### src/rtl/video_frame_capture.sv
// Clocked-video capture: measures active frame size, locks on two equal frames and
// streams each locked frame as an Avalon-ST packet through a small FIFO.
module video_frame_capture #(
  parameter int unsigned DATA_W     = 24,
  parameter int unsigned FIFO_DEPTH = 16,
  parameter int unsigned CNT_W      = 11
) (
  input  logic              i_video_clk,
  input  logic              i_rst,
  input  logic              i_vid_hs,
  input  logic              i_vid_vs,
  input  logic              i_vid_de,
  input  logic [DATA_W-1:0] i_vid_data,
  input  logic              i_st_ready,
  output logic              o_st_valid,
  output logic [DATA_W-1:0] o_st_data,
  output logic              o_st_sop,
  output logic              o_st_eop,
  output logic              o_locked,
  output logic [CNT_W-1:0]  o_frame_width,
  output logic [CNT_W-1:0]  o_frame_height,
  output logic              o_err_overflow,
  output logic              o_err_size,
  input  logic              i_clr_status
);
  localparam int unsigned PTR_W = $clog2(FIFO_DEPTH);
  localparam int unsigned ENT_W = DATA_W + 2;
  localparam logic [PTR_W:0] FULL_CNT = (PTR_W+1)'(FIFO_DEPTH);

  localparam logic [2:0] S_UNLOCKED = 3'd0;
  localparam logic [2:0] S_WAIT_VS  = 3'd1;
  localparam logic [2:0] S_WAIT_DE  = 3'd2;
  localparam logic [2:0] S_STREAM   = 3'd3;
  localparam logic [2:0] S_FLUSH    = 3'd4;

  logic              r_hs_q, r_vs_q, r_vs_qq, r_de_q, r_de_qq;
  logic [DATA_W-1:0] r_data_q;
  logic [CNT_W-1:0]  r_meas_x, r_meas_lines, r_cur_w, r_prev_w, r_prev_h;
  logic              r_incons, r_seen_vs, r_prev_valid, r_locked;
  logic [CNT_W-1:0]  r_frame_w, r_frame_h, r_x, r_y;
  logic [2:0]        r_state;
  logic              r_eop_seen, r_err_ov, r_err_sz;
  logic [ENT_W-1:0]  r_mem [FIFO_DEPTH];
  logic [PTR_W-1:0]  r_wr_ptr, r_rd_ptr;
  logic [PTR_W:0]    r_count;

  logic              w_vs_edge, w_de_fall, w_cur_ok, w_lock_next, w_pop, w_can_push, w_last;
  logic              w_push, w_set_ov, w_set_sz, w_eop_seen_nxt, w_unused;
  logic [2:0]        w_state_nxt;
  logic [ENT_W-1:0]  w_push_data, w_head;
  logic [CNT_W-1:0]  w_x_nxt, w_y_nxt;

  assign w_unused  = r_hs_q;
  assign w_vs_edge = r_vs_q & ~r_vs_qq;
  assign w_de_fall = r_de_qq & ~r_de_q;
  assign w_cur_ok  = r_seen_vs & ~r_incons & (r_meas_lines != '0);
  assign w_lock_next = w_cur_ok & r_prev_valid & (r_cur_w == r_prev_w) & (r_meas_lines == r_prev_h);
  assign w_pop      = (r_count != '0) & i_st_ready;
  assign w_can_push = (r_count != FULL_CNT) | w_pop;
  assign w_last     = (r_x == r_frame_w - CNT_W'(1)) && (r_y == r_frame_h - CNT_W'(1));
  assign w_head     = r_mem[r_rd_ptr];

  assign o_st_valid     = (r_count != '0);
  assign o_st_data      = o_st_valid ? w_head[DATA_W-1:0] : '0;
  assign o_st_eop       = o_st_valid & w_head[DATA_W];
  assign o_st_sop       = o_st_valid & w_head[DATA_W+1];
  assign o_locked       = r_locked;
  assign o_frame_width  = r_frame_w;
  assign o_frame_height = r_frame_h;
  assign o_err_overflow = r_err_ov;
  assign o_err_size     = r_err_sz;

  // Input capture stage
  always_ff @(posedge i_video_clk) begin
    if (i_rst) begin
      r_hs_q <= 1'b0; r_vs_q <= 1'b0; r_vs_qq <= 1'b0;
      r_de_q <= 1'b0; r_de_qq <= 1'b0; r_data_q <= '0;
    end else begin
      r_hs_q <= i_vid_hs; r_vs_q <= i_vid_vs; r_vs_qq <= r_vs_q;
      r_de_q <= i_vid_de; r_de_qq <= r_de_q; r_data_q <= i_vid_data;
    end
  end

  // Frame measurement and lock decision, committed at each VS edge
  always_ff @(posedge i_video_clk) begin
    if (i_rst) begin
      r_meas_x <= '0; r_meas_lines <= '0; r_cur_w <= '0; r_incons <= 1'b0;
      r_seen_vs <= 1'b0; r_prev_w <= '0; r_prev_h <= '0; r_prev_valid <= 1'b0;
      r_locked <= 1'b0; r_frame_w <= '0; r_frame_h <= '0;
    end else if (w_vs_edge) begin
      r_meas_x     <= '0;
      r_meas_lines <= '0;
      r_incons     <= 1'b0;
      r_seen_vs    <= 1'b1;
      r_prev_w     <= r_cur_w;
      r_prev_h     <= r_meas_lines;
      r_prev_valid <= w_cur_ok;
      r_locked     <= w_lock_next;
      if (!r_locked) begin
        r_frame_w <= r_cur_w;
        r_frame_h <= r_meas_lines;
      end
    end else if (r_de_q) begin
      r_meas_x <= r_meas_x + CNT_W'(1);
    end else if (w_de_fall) begin
      r_meas_x     <= '0;
      r_meas_lines <= r_meas_lines + CNT_W'(1);
      if (r_meas_lines == '0) r_cur_w <= r_meas_x;
      else if (r_meas_x != r_cur_w) r_incons <= 1'b1;
    end
  end

  // Packetiser next-state and FIFO write decision
  always_comb begin
    w_state_nxt    = r_state;
    w_push         = 1'b0;
    w_push_data    = '0;
    w_set_ov       = 1'b0;
    w_set_sz       = 1'b0;
    w_x_nxt        = r_x;
    w_y_nxt        = r_y;
    w_eop_seen_nxt = r_eop_seen;
    case (r_state)
      S_UNLOCKED: if (w_vs_edge && w_lock_next) w_state_nxt = S_WAIT_DE;
      S_WAIT_VS: begin
        if (w_vs_edge) w_state_nxt = w_lock_next ? S_WAIT_DE : S_UNLOCKED;
        else if (r_de_q && r_eop_seen) w_set_sz = 1'b1;
      end
      S_WAIT_DE, S_STREAM: begin
        if (w_vs_edge) begin
          if (r_state == S_STREAM) begin
            w_set_sz    = 1'b1;
            w_state_nxt = S_FLUSH;
          end else if (!w_lock_next) begin
            w_state_nxt = S_UNLOCKED;
          end
        end else if (r_de_q) begin
          if (w_can_push) begin
            w_push      = 1'b1;
            w_push_data = {(r_state == S_WAIT_DE), w_last, r_data_q};
            if (r_x == r_frame_w - CNT_W'(1)) begin
              w_x_nxt = '0;
              w_y_nxt = r_y + CNT_W'(1);
            end else begin
              w_x_nxt = r_x + CNT_W'(1);
            end
            w_eop_seen_nxt = w_last;
            w_state_nxt    = w_last ? S_WAIT_VS : S_STREAM;
          end else begin
            // A dropped sop opens no packet, so only a started packet needs a filler
            w_set_ov    = 1'b1;
            w_state_nxt = (r_state == S_STREAM) ? S_FLUSH : S_WAIT_VS;
          end
        end
      end
      S_FLUSH: begin
        if (w_can_push) begin
          w_push      = 1'b1;
          w_push_data = {1'b0, 1'b1, DATA_W'(0)};
          if (w_vs_edge) w_state_nxt = w_lock_next ? S_WAIT_DE : S_UNLOCKED;
          else           w_state_nxt = r_locked ? S_WAIT_VS : S_UNLOCKED;
        end
      end
      default: w_state_nxt = S_UNLOCKED;
    endcase
    if (w_vs_edge) w_eop_seen_nxt = 1'b0;
  end

  // Packetiser state and position counters
  always_ff @(posedge i_video_clk) begin
    if (i_rst) begin
      r_state <= S_UNLOCKED; r_x <= '0; r_y <= '0; r_eop_seen <= 1'b0;
    end else begin
      r_state    <= w_state_nxt;
      r_eop_seen <= w_eop_seen_nxt;
      r_x        <= (w_state_nxt == S_STREAM) ? w_x_nxt : '0;
      r_y        <= (w_state_nxt == S_STREAM) ? w_y_nxt : '0;
    end
  end

  // Sticky status; a new error in the clearing cycle wins
  always_ff @(posedge i_video_clk) begin
    if (i_rst) begin
      r_err_ov <= 1'b0; r_err_sz <= 1'b0;
    end else begin
      if (w_set_ov) r_err_ov <= 1'b1;
      else if (i_clr_status) r_err_ov <= 1'b0;
      if (w_set_sz) r_err_sz <= 1'b1;
      else if (i_clr_status) r_err_sz <= 1'b0;
    end
  end

  always_ff @(posedge i_video_clk) begin
    if (w_push) r_mem[r_wr_ptr] <= w_push_data;
  end

  // FIFO pointers; push and pop together when full is allowed
  always_ff @(posedge i_video_clk) begin
    if (i_rst) begin
      r_wr_ptr <= '0; r_rd_ptr <= '0; r_count <= '0;
    end else begin
      if (w_push) r_wr_ptr <= r_wr_ptr + PTR_W'(1);
      if (w_pop)  r_rd_ptr <= r_rd_ptr + PTR_W'(1);
      if (w_push && !w_pop)      r_count <= r_count + (PTR_W+1)'(1);
      else if (!w_push && w_pop) r_count <= r_count - (PTR_W+1)'(1);
    end
  end
endmodule

### config.mk
export PLATFORM = sky130hd
export DESIGN_NAME = video_frame_capture
export DESIGN_NICKNAME = d
export VERILOG_FILES = /design/src/rtl/video_frame_capture.sv
export SDC_FILE = /design/constraint.sdc
export NUM_CORES = 1
export LEC_CHECK = 0
export ABC_AREA = 1
export CAP_MARGIN = 15
export CORE_ASPECT_RATIO = 1.25
export CORE_MARGIN = 2
export CORE_UTILIZATION = 60
export CTS_BUF_LIST = sky130_fd_sc_hd__clkbuf_4 sky130_fd_sc_hd__clkbuf_8
export DETAILED_ROUTE_END_ITERATION = 8
export HOLD_SLACK_MARGIN = 0.02
export PLACE_DENSITY = 0.75
export SLEW_MARGIN = 20
export SYNTH_ARGS = -nofsm -noshare
export SYNTH_HDL_FRONTEND = slang
export SYNTH_SLANG_ARGS = --single-unit
### constraint.sdc
create_clock -name i_video_clk -period 3.7 [get_ports i_video_clk]
set_clock_uncertainty 0.2 [all_clocks]
set_input_delay 0.555 -clock i_video_clk [delete_from_list [all_inputs] [get_ports i_video_clk]]
set_output_delay 0.555 -clock i_video_clk [all_outputs]
set_load 0.02 [all_outputs]
# --- After elaboration in Yosys (flattened, before gate mapping) ---
# Memories as Yosys holds them, arrays and structs flattened. A register that Yosys moved wholly into a read port is not among the register bits.
# Index checks and enable logic that the tools add are counted.
op_classes:
  add_sub_neg: 10
  n_eq_ne: 11
  muxes: 45
  bitwise_logic: 18
  n_reduce_logical: 25
op_table:
  columns: ["op", "n"]
  rows:
  - ["$mux W26", 3]
  - ["$pmux W26 S2", 1]
  - ["$add A11 B1 Y11 const B", 4]
  - ["$eq A11 B11 Y1", 4]
  - ["$mux W11", 3]
  - ["$mux W3", 9]
  - ["$mux W25", 1]
  - ["$mux W24", 1]
  - ["$sub A11 B1 Y11 const B", 2]
  - ["$mux W1", 17]
  - ["$pmux W3 S4", 1]
  - ["$reduce_and A4 Y1", 3]
  - ["$logic_not A11 Y1", 1]
  - ["$ne A11 B11 Y1", 1]
  - ["$reduce_bool A11 Y1", 1]
  - ["$and A1 B1 Y1", 10]
  - ["$mux W5", 2]
  - ["$eq A3 B2 Y1 const B", 3]
  - ["$add A4 B1 Y4 const B", 2]
  - ["$mux W4", 2]
  - ["$reduce_bool A2 Y1", 4]
  - ["$not A1 Y1", 7]
  - ["$mux W2", 3]
  - ["$reduce_or A2 Y1", 3]
  - ["14 further kinds", 21]
word_totals:
  ff_bits: 150
  ramBits: 416
  inputBits: 31
  out_inout_bits: 52
  word_cells: 135
  n_memories: 1
memory_table:
  columns: ["name", "words", "width", "read_ports", "rd_ports_with_merged_regs", "write_ports", "line", "source"]
  rows:
  - ["r_mem", 16, 26, 1, 1, 1, "43", "logic [ENT_W-1:0] r_mem [FIFO_DEPTH];"]

# --- Logic depth before layout (Yosys ltp) ---
# Gate-level depths: netlist of run 1.
logic_depth:
  ltp_word: 13
  depth_mapped: 20
  depth_no_buf: 19

# --- Least setup slack after synthesis of run 1 ---
# OpenSTA, ideal clock, no wires.
synth_path:
  path_type: "in2reg"
  start: "input port i_st_ready"
  end: "memory r_mem[11][0] in the netlist's numbering, enable pin"
  setup_ns: 0.409
  arrival_time_ns: 2.430
  required_ns: 3.091
  setup_slack_ns: 0.661
  cell_stages: 8
  n_path_buf: 0
  cell_sequence: "nor2_1 -> nand4_1 -> nand2_1 -> nor2_4 -> inv_2 -> nand2_1 -> nand2_1 -> nor2_1"
synth_between:
  elab_chain_cells: 8
synth_lines:
  columns: ["element", "line", "source"]
  rows:
  - ["start: declaration", "14", "input logic i_st_ready,"]
  - ["$and A1 B1 Y1 *", "58", "assign w_pop = (r_count != '0) & i_st_ready;"]
  - ["$or A1 B1 Y1 *", "59", "assign w_can_push = (r_count != FULL_CNT) | w_pop;"]
  - ["$mux W1 *", "138, 157", null]
  - ["$mux W1", "137", "end else if (r_de_q) begin"]
  - ["$mux W1", "130", "if (w_vs_edge) begin"]
  - ["$pmux W1 S2 *", "123", "case (r_state)"]
  - ["via w_push", "48", "logic w_push, w_set_ov, w_set_sz, w_eop_seen_nxt, w_unused;"]
  - ["$mux W1 *", "194", "if (w_push) r_mem[r_wr_ptr] <= w_push_data;"]
  - ["$mux W1 (not written as such) *", "194", null]
  - ["end: declaration", "43", null]
# Mark *: on every way through the listed nets, which the timed path passes. The rest lies on a longest branch.

==> results_tabular.tex, run 1 <==
\begin{tabular}{lr}
\hline
Metric & Value \\
\hline
\multicolumn{2}{l}{\textbf{Detailed routing}} \\
ANT nets after route & 0 \\
Pre-antenna DRT Iters & 5 \\
Number of DRC violations after detailed routing & 0 \\
Total routed wirelength & 61300 um \\
Detailed-route vias per instance & around 6 \\
Routed vias & between 15000 and 20000 \\
Detailed router's first-iteration violation count & between 1500 and 2000 \\
Routed WL per cell & a little over 20 um \\
\multicolumn{2}{l}{\textbf{Timing}} \\
Slew at the pin closest to its max-slew limit & around 1.0 ns \\
Max Slew Vio Count & 0 \\
RSZ-0062 raised after global routing & yes \\
Fin crit share & between 90\% and 100\% \\
Number of endpoints failing setup at the final stage & 0 \\
Worst hold slack & between 0.1 and 0.15 ns \\
Final Hold Vio Count & 0 \\
Clock period minus final worst setup slack & roughly 3.6 ns \\
Headroom to the max-slew limit & between 30\% and 40\% \\
Maximum operating frequency & $\sim$0.28 GHz \\
\multicolumn{2}{l}{\textbf{Finish}} \\
Summed area of non-filler cells in the final layout & $\sim$28000 sq um \\
Sequential cell area in the final layout & between 15000 and 20000 sq um \\
Final design utilization & 70.5\% \\
Area Growth Syn to Fin & 15.8\% \\
Commonest non-fill, non-tap cell in the layout & sky130\_fd\_sc\_hd\_\_edfxtp\_1 \\
Area of the multi-input gates & 7180 sq um \\
Final net count & $\sim$2400 \\
Commonest cells after routing, fill and taps aside & sky130\_fd\_sc\_hd\_\_edfxtp\_1, sky130\_fd\_sc\_hd\_\_nor2\_1, sky130\_fd\_sc\_hd\_\_o21ai\_0, sky130\_fd\_sc\_hd\_\_nand2\_1, sky130\_fd\_sc\_hd\_\_inv\_1 \\
Fill cell instance count of the final layout & around 2800 \\
Number of antenna cells inserted & 0 \\
Share of post-route cells with drive strength above 1 & a little under an eighth \\
\multicolumn{2}{l}{\textbf{Power}} \\
Overall power consumption & between 15 and 20 mW \\
Peak ir drop on the vdd network & between 0.0002 and 0.0003 V \\
Leakage power summed over all cells & 11.0 nW \\
Pwr/cell area & approximately 570 nW/um\^{}2 \\
\multicolumn{2}{l}{\textbf{GRT}} \\
Maximum number of pins on one net before global-route repair & about 70 \\
Global-route wire length before repair & 94200 um \\
GR Overflow Total & 0 \\
Number of antenna violations at the first check in global routing & 0 \\
Overall global routing resource usage & 29.8\% \\
Number of global-route vias before repair & $\sim$17000 \\
\multicolumn{2}{l}{\textbf{Clocking}} \\
Clk sinks & 570 \\
Clock tree from TritonCTS & yes \\
Clk slew on worst S/H paths & approximately 0.060 ns \\
Max H-tree Level & 3 \\
Number of hold buffers added after CTS & 0 \\
TritonCTS Buffers & 85 \\
Clock root cell & sky130\_fd\_sc\_hd\_\_clkbuf\_8 \\
Clk\_lat worst skew & roughly 0.65 ns \\
Max clock buf depth & 3 \\
\multicolumn{2}{l}{\textbf{Worst setup path}} \\
Worst-path maximum fanout & 34 \\
Worst setup EP type & output pin \\
Worst path arrival time & 2.87 ns \\
Req. time, crit path & around 2.9 ns \\
Critical path class & reg -> out \\
Startpoint Class & flip-flop \\
\multicolumn{2}{l}{\textbf{Yosys}} \\
Mean instance size in the synthesized netlist & 10.5 sq um \\
Simple-gate share of the synthesized area & 14.1\% \\
Share of synthesized area occupied by flip-flops and latches & around two thirds \\
Number of instances in the synthesized netlist & $\sim$2300 \\
Adder and majority cell fraction of the synthesized area & 0.925\% \\
Number of synthesized register bits & 570 \\
XOR/XNOR share of the synthesized area & approximately 1.7\% \\
Main combinational cell family by area after synthesis & simple AND/OR/NAND/NOR gates \\
Area share of the leading cell type in the synthesized netlist & $\sim$52\% \\
Summed instance area of the synthesized netlist & between 20000 and 25000 sq um \\
Distinct cell type count of the synthesized netlist & slightly below 50 \\
Predominant post-synthesis flop cell & sky130\_fd\_sc\_hd\_\_edfxtp\_1 \\
Number of enable flip-flop cells after synthesis & 416 \\
Count of synthesis-stage warnings from yosys & 0 \\
Number of nets in the synthesized netlist & 2310 \\
Async SR Flop Fraction & 0\% \\
Complex-gate fraction of the synthesized area & 13.0\% \\
Multiplexer fraction of the synthesized cell area & 0\% \\
Yosys top cell by area & sky130\_fd\_sc\_hd\_\_edfxtp\_1 \\
Synth area leaders & sky130\_fd\_sc\_hd\_\_edfxtp\_1, sky130\_fd\_sc\_hd\_\_dfxtp\_1, sky130\_fd\_sc\_hd\_\_nor2\_1, sky130\_fd\_sc\_hd\_\_o21ai\_0, sky130\_fd\_sc\_hd\_\_nand2\_1 \\
\multicolumn{2}{l}{\textbf{Placement}} \\
Number of port buffers & 81 \\
Area of placed instances & roughly 26000 sq um \\
Total half-perimeter wirelength after legalization and detailed placement & roughly 36000 um \\
Routability cong. & between 0.9 and 1 \\
\multicolumn{2}{l}{\textbf{Die}} \\
Chip Height & roughly 230 um \\
DIE AREA & a little over 40000 sq um \\
Floorplan core area & 39100 sq um \\
Number of placed I/O pins & 83 \\
Std-Cell Rows & 81 \\
Starting density of the core & 60.9\% \\
Horizontal die dimension & $\sim$180 um \\
\multicolumn{2}{l}{\textbf{Outcome}} \\
Outcome & complete, no violations \\
\multicolumn{2}{l}{\textbf{Job}} \\
Max-capacitance violation count & 0 \\
\multicolumn{2}{l}{\textbf{Min path}} \\
Type of the worst min-delay path & in -> reg \\
\hline
\end{tabular}
[layout make-up]
type | instances | share of cell area [%]
clock buffer | 125 | 5.38
clock inverter | 33 | 0.835
inverter | 188 | 2.59
multi-input combinational | 1386 | 26.0
sequential | 570 | 56.5
tap | 498 | 2.26
timing repair buffer | 157 | 6.41
[registers in the layout (all words and copies together), names as in the netlist, 5 cells and up, named ones only]
register        flops
r_mem             416
r_data_q           24
o_frame_height     11
o_frame_width      11
r_cur_w            11
r_meas_lines       11
r_meas_x           11
r_prev_h           11
r_prev_w           11
r_x                11
r_y                11
r_count             5
[synthesized netlist by cell type (all sizes together) (13+ instances only)]
cell type    n
xnor2       13
o21ai      289
dfxtp      154
o221ai      74
xor2        31
o22ai       38
nor2       435
edfxtp     416
inv        187
ha          16
a21oi       84
nand2      210
clkbuf     108
nand3       97
a211oi      21
nand4       21
nor3        20
[worst paths after layout]
path	start	depth (start not counted)	slack, ns	end
min reg2reg	r_incons	2	0.26	r_incons
min	i_rst	2	0.12	r_vs_q
max reg2reg	o_frame_width[0]	18	0.61	r_y[1]
max	flip-flop	7	0.07	o_st_data[5]
[report_power, final]
group	switching, mW	total [mW]	internal [mW]
Sequential	0.128	6.99	6.86
Clock	2.39	5.12	2.74
Combinational	2.34	3.69	1.34
Total	4.86	15.8	10.9
[critical path, stage by stage (launching register included)]
cell	delay [ns]
sky130_fd_sc_hd__dfxtp_4	0.50
sky130_fd_sc_hd__buf_4	0.17
sky130_fd_sc_hd__clkbuf_16	0.22
sky130_fd_sc_hd__o21ai_0	0.11
sky130_fd_sc_hd__o221ai_1	0.21
sky130_fd_sc_hd__nand3_1	0.17
sky130_fd_sc_hd__a21oi_1	0.23
sky130_fd_sc_hd__clkdlybuf4s50_1	0.63
[per-layer routing]
metal	vias up	track usage (%)	share of wire, %	wire, um
li1	8233	-	-	-
met1	8482	36.8	38	23400
met2	889	51.9	50	30500
met3	173	4.30	7.9	4850
met4	0	14.2	4.2	2550
met5	-	0	0	0
[through the flow]
step | setup TNS, ns | worst slack, ns | std cells
after floorplan | 0 | 0.661 | 2262
after CTS | 0 | 0.0407 | 2955
final | 0 | 0.0714 | 2957
after detailed placement | 0 | 0.233 | 2794
after global routing | -0.0000329 | -0.0000329 | 2957
after global placement | 0 | 0.241 | 2794
[cell families (layout without fill, tap and decap cells)]
kind of cell,count (synthesis),after routing
xor+xnor,44,44
fa+ha+maj,17,17
flops,570,570
compound gates,527,527
buf+inv,306,503
simple gates,798,798
[what timing repair did]
item,CTS,global route
setup buffers,0,1
gates cloned,3,1
resized for setup,11,25
setup endpoints to repair,23,25
Note: power is estimated with default switching activity, not from simulation.
==> run 2, diff against run 1 <==
CTS_CLUSTER_SIZE = 16   (was default)
PLACE_DENSITY = 0.74   (was 0.75)
==> results_tabular.tex, run 2 (same netlist as run 1, synthesis figures left out) <==
\begin{tabular}{lr}
\hline
Metric & Value \\
\hline
\multicolumn{2}{l}{\textbf{Finish}} \\
Fill cell instance count of the final layout & $\sim$2800 \\
Final net count & about 2400 \\
Most flops, register & r\_mem \\
Area of the multi-input gates & 7180 sq um \\
Area Growth Syn to Fin & 15.8\% \\
Commonest non-fill, non-tap cell in the layout & sky130\_fd\_sc\_hd\_\_edfxtp\_1 \\
Share of post-route cells with drive strength above 1 & 11.1\% \\
Summed area of non-filler cells in the final layout & approximately 28000 sq um \\
Top Registers & r\_mem: 416 flops, r\_data\_q: 24 flops \\
Final cell count without fillers & slightly below 3000 \\
Max FFs per register & 416 \\
Sequential cell area in the final layout & 15600 sq um \\
Commonest cells after routing, fill and taps aside & sky130\_fd\_sc\_hd\_\_edfxtp\_1, sky130\_fd\_sc\_hd\_\_nor2\_1, sky130\_fd\_sc\_hd\_\_o21ai\_0, sky130\_fd\_sc\_hd\_\_nand2\_1, sky130\_fd\_sc\_hd\_\_inv\_1 \\
\multicolumn{2}{l}{\textbf{Min path}} \\
Type of the worst min-delay path & in -> reg \\
\multicolumn{2}{l}{\textbf{Detailed routing}} \\
Routed vias & between 15000 and 20000 \\
Detailed-route vias per instance & just over 6 \\
Pre-antenna DRT Iters & 6 \\
ANT nets after route & 0 \\
Total routed wirelength & a little over 60000 um \\
Detailed router's first-iteration violation count & 1780 \\
Routed WL per cell & approximately 21 um \\
Number of DRC violations after detailed routing & 0 \\
\multicolumn{2}{l}{\textbf{Die}} \\
Starting density of the core & between 60\% and 70\% \\
Floorplan core area & about 39000 sq um \\
Horizontal die dimension & around 180 um \\
Number of placed I/O pins & between 80 and 90 \\
Chip Height & about 230 um \\
DIE AREA & 41300 sq um \\
Std-Cell Rows & between 80 and 90 \\
\multicolumn{2}{l}{\textbf{Timing}} \\
Max Slew Vio Count & 0 \\
Maximum operating frequency & approximately 0.28 GHz \\
Final Hold Vio Count & 0 \\
Clock period minus final worst setup slack & roughly 3.5 ns \\
Setup TNS after final layout & 0 ns \\
Fin crit share & a little over nine tenths \\
Headroom to the max-slew limit & between 20\% and 30\% \\
Number of endpoints failing setup at the final stage & 0 \\
Slew at the pin closest to its max-slew limit & $\sim$1.1 ns \\
RSZ-0062 raised after global routing & no \\
\multicolumn{2}{l}{\textbf{Power}} \\
Peak ir drop on the vdd network & $\sim$0.00034 V \\
Pwr/cell area & approximately 570 nW/um\^{}2 \\
Leakage power summed over all cells & between 10 and 15 nW \\
\multicolumn{2}{l}{\textbf{Job}} \\
Max-capacitance violation count & 0 \\
\multicolumn{2}{l}{\textbf{Placement}} \\
Area of placed instances & roughly 26000 sq um \\
Number of port buffers & 81 \\
Routability cong. & a little over 0.9 \\
Total half-perimeter wirelength after legalization and detailed placement & $\sim$36000 um \\
Cell total after placement & between 2000 and 3000 \\
\multicolumn{2}{l}{\textbf{Outcome}} \\
Outcome & complete, no violations \\
\multicolumn{2}{l}{\textbf{Clocking}} \\
Max clock buf depth & 3 \\
Clock tree from TritonCTS & yes \\
Number of hold buffers added after CTS & 0 \\
TritonCTS Buffers & between 80 and 90 \\
Max H-tree Level & 3 \\
Clk\_lat worst skew & 0.65 ns \\
Clk slew on worst S/H paths & 0.06 ns \\
Clock root cell & sky130\_fd\_sc\_hd\_\_clkbuf\_8 \\
Clk sinks & between 500 and 600 \\
\multicolumn{2}{l}{\textbf{GRT}} \\
Number of antenna violations at the first check in global routing & 1 \\
Global-route wire length before repair & approximately 96000 um \\
Maximum number of pins on one net before global-route repair & 78 \\
GR Overflow Total & 0 \\
Overall global routing resource usage & between 30\% and 40\% \\
Number of global-route vias before repair & approximately 18000 \\
\multicolumn{2}{l}{\textbf{Worst setup path}} \\
Startpoint Class & flip-flop \\
Critical path class & reg -> out \\
Worst-path maximum fanout & 38 \\
Reg-to-reg slack, setup & between 0.6 and 0.7 ns \\
Worst setup EP type & output pin \\
Req. time, crit path & 2.94 ns \\
Worst path arrival time & 2.78 ns \\
\hline
\end{tabular}
[run 2: cell count changes in the layout (fill, tap and decap cells not counted), sizes merged, moves of 2 or more]
cell / previous run / this run
clkdlybuf4s50: 59 / 54
dlymetal6s2s: 19 / 9
clkbuf: 127 / 120
diode: 0 / 2
dlygate4sd2: 1 / 17
bufbuf: 2 / 0
inv: 192 / 190
[run 2: critical path, stage by stage (launching register included)]
cell,delay [ns]
sky130_fd_sc_hd__dfxtp_4,0.44
sky130_fd_sc_hd__inv_2,0.11
sky130_fd_sc_hd__buf_12,0.21
sky130_fd_sc_hd__buf_12,0.21
sky130_fd_sc_hd__o21ai_0,0.13
sky130_fd_sc_hd__o22ai_1,0.16
sky130_fd_sc_hd__nor2_1,0.07
sky130_fd_sc_hd__nor2_1,0.13
sky130_fd_sc_hd__o21ai_0,0.11
sky130_fd_sc_hd__a21oi_1,0.18
sky130_fd_sc_hd__dlygate4sd2_1,0.36
[run 2: cell type report]
class | instances | share of cell area (%)
clock buffer | 120 | 5.45
clock inverter | 34 | 0.853
tap | 498 | 2.26
timing repair buffer | 154 | 6.28
multi-input combinational | 1386 | 26.0
antenna | 2 | 0.0182
sequential | 570 | 56.5
inverter | 188 | 2.59
[run 2: what timing repair did]
action | CTS | global route
pin swaps | 0 | 0
gates resized for setup | 24 | 10
buffers inserted | 0 | 2
endpoints found under the setup margin | 25 | 10
[run 2: per-stage QoR]
step | hold slack (ns) | total power [mW] | utilization [%] | setup slack, ns
floorplan | 0.228 | 9.32 | - | 0.661
global placement | 0.240 | 10.5 | 65.9 | 0.202
detailed placement | 0.252 | 10.6 | 65.9 | 0.238
CTS | 0.0461 | 15.7 | 70.4 | 0.000968
global route | 0.0628 | 16.4 | 70.5 | 0.0420
finish | 0.0735 | 15.7 | 70.5 | 0.164
[run 2: report_power, final]
group	internal, mW	switching [mW]
clock	2.83	2.40
sequential	6.86	0.142
combinational	1.22	2.29
[run 2: per-layer routing]
layer,wire (um),GRT usage [%]
met2,31000,52.5
met4,2840,16.6
met1,23000,36.5
met3,5420,5.20
met5,0,0
[run 2: final timing paths]
path / cells past startpoint / to / from
max reg2reg: 18 / r_y[3] / o_frame_height[0]
max: 10 / o_st_data[10] / flip-flop
min: 2 / r_vs_q / i_rst
min reg2reg: 2 / r_incons / r_incons
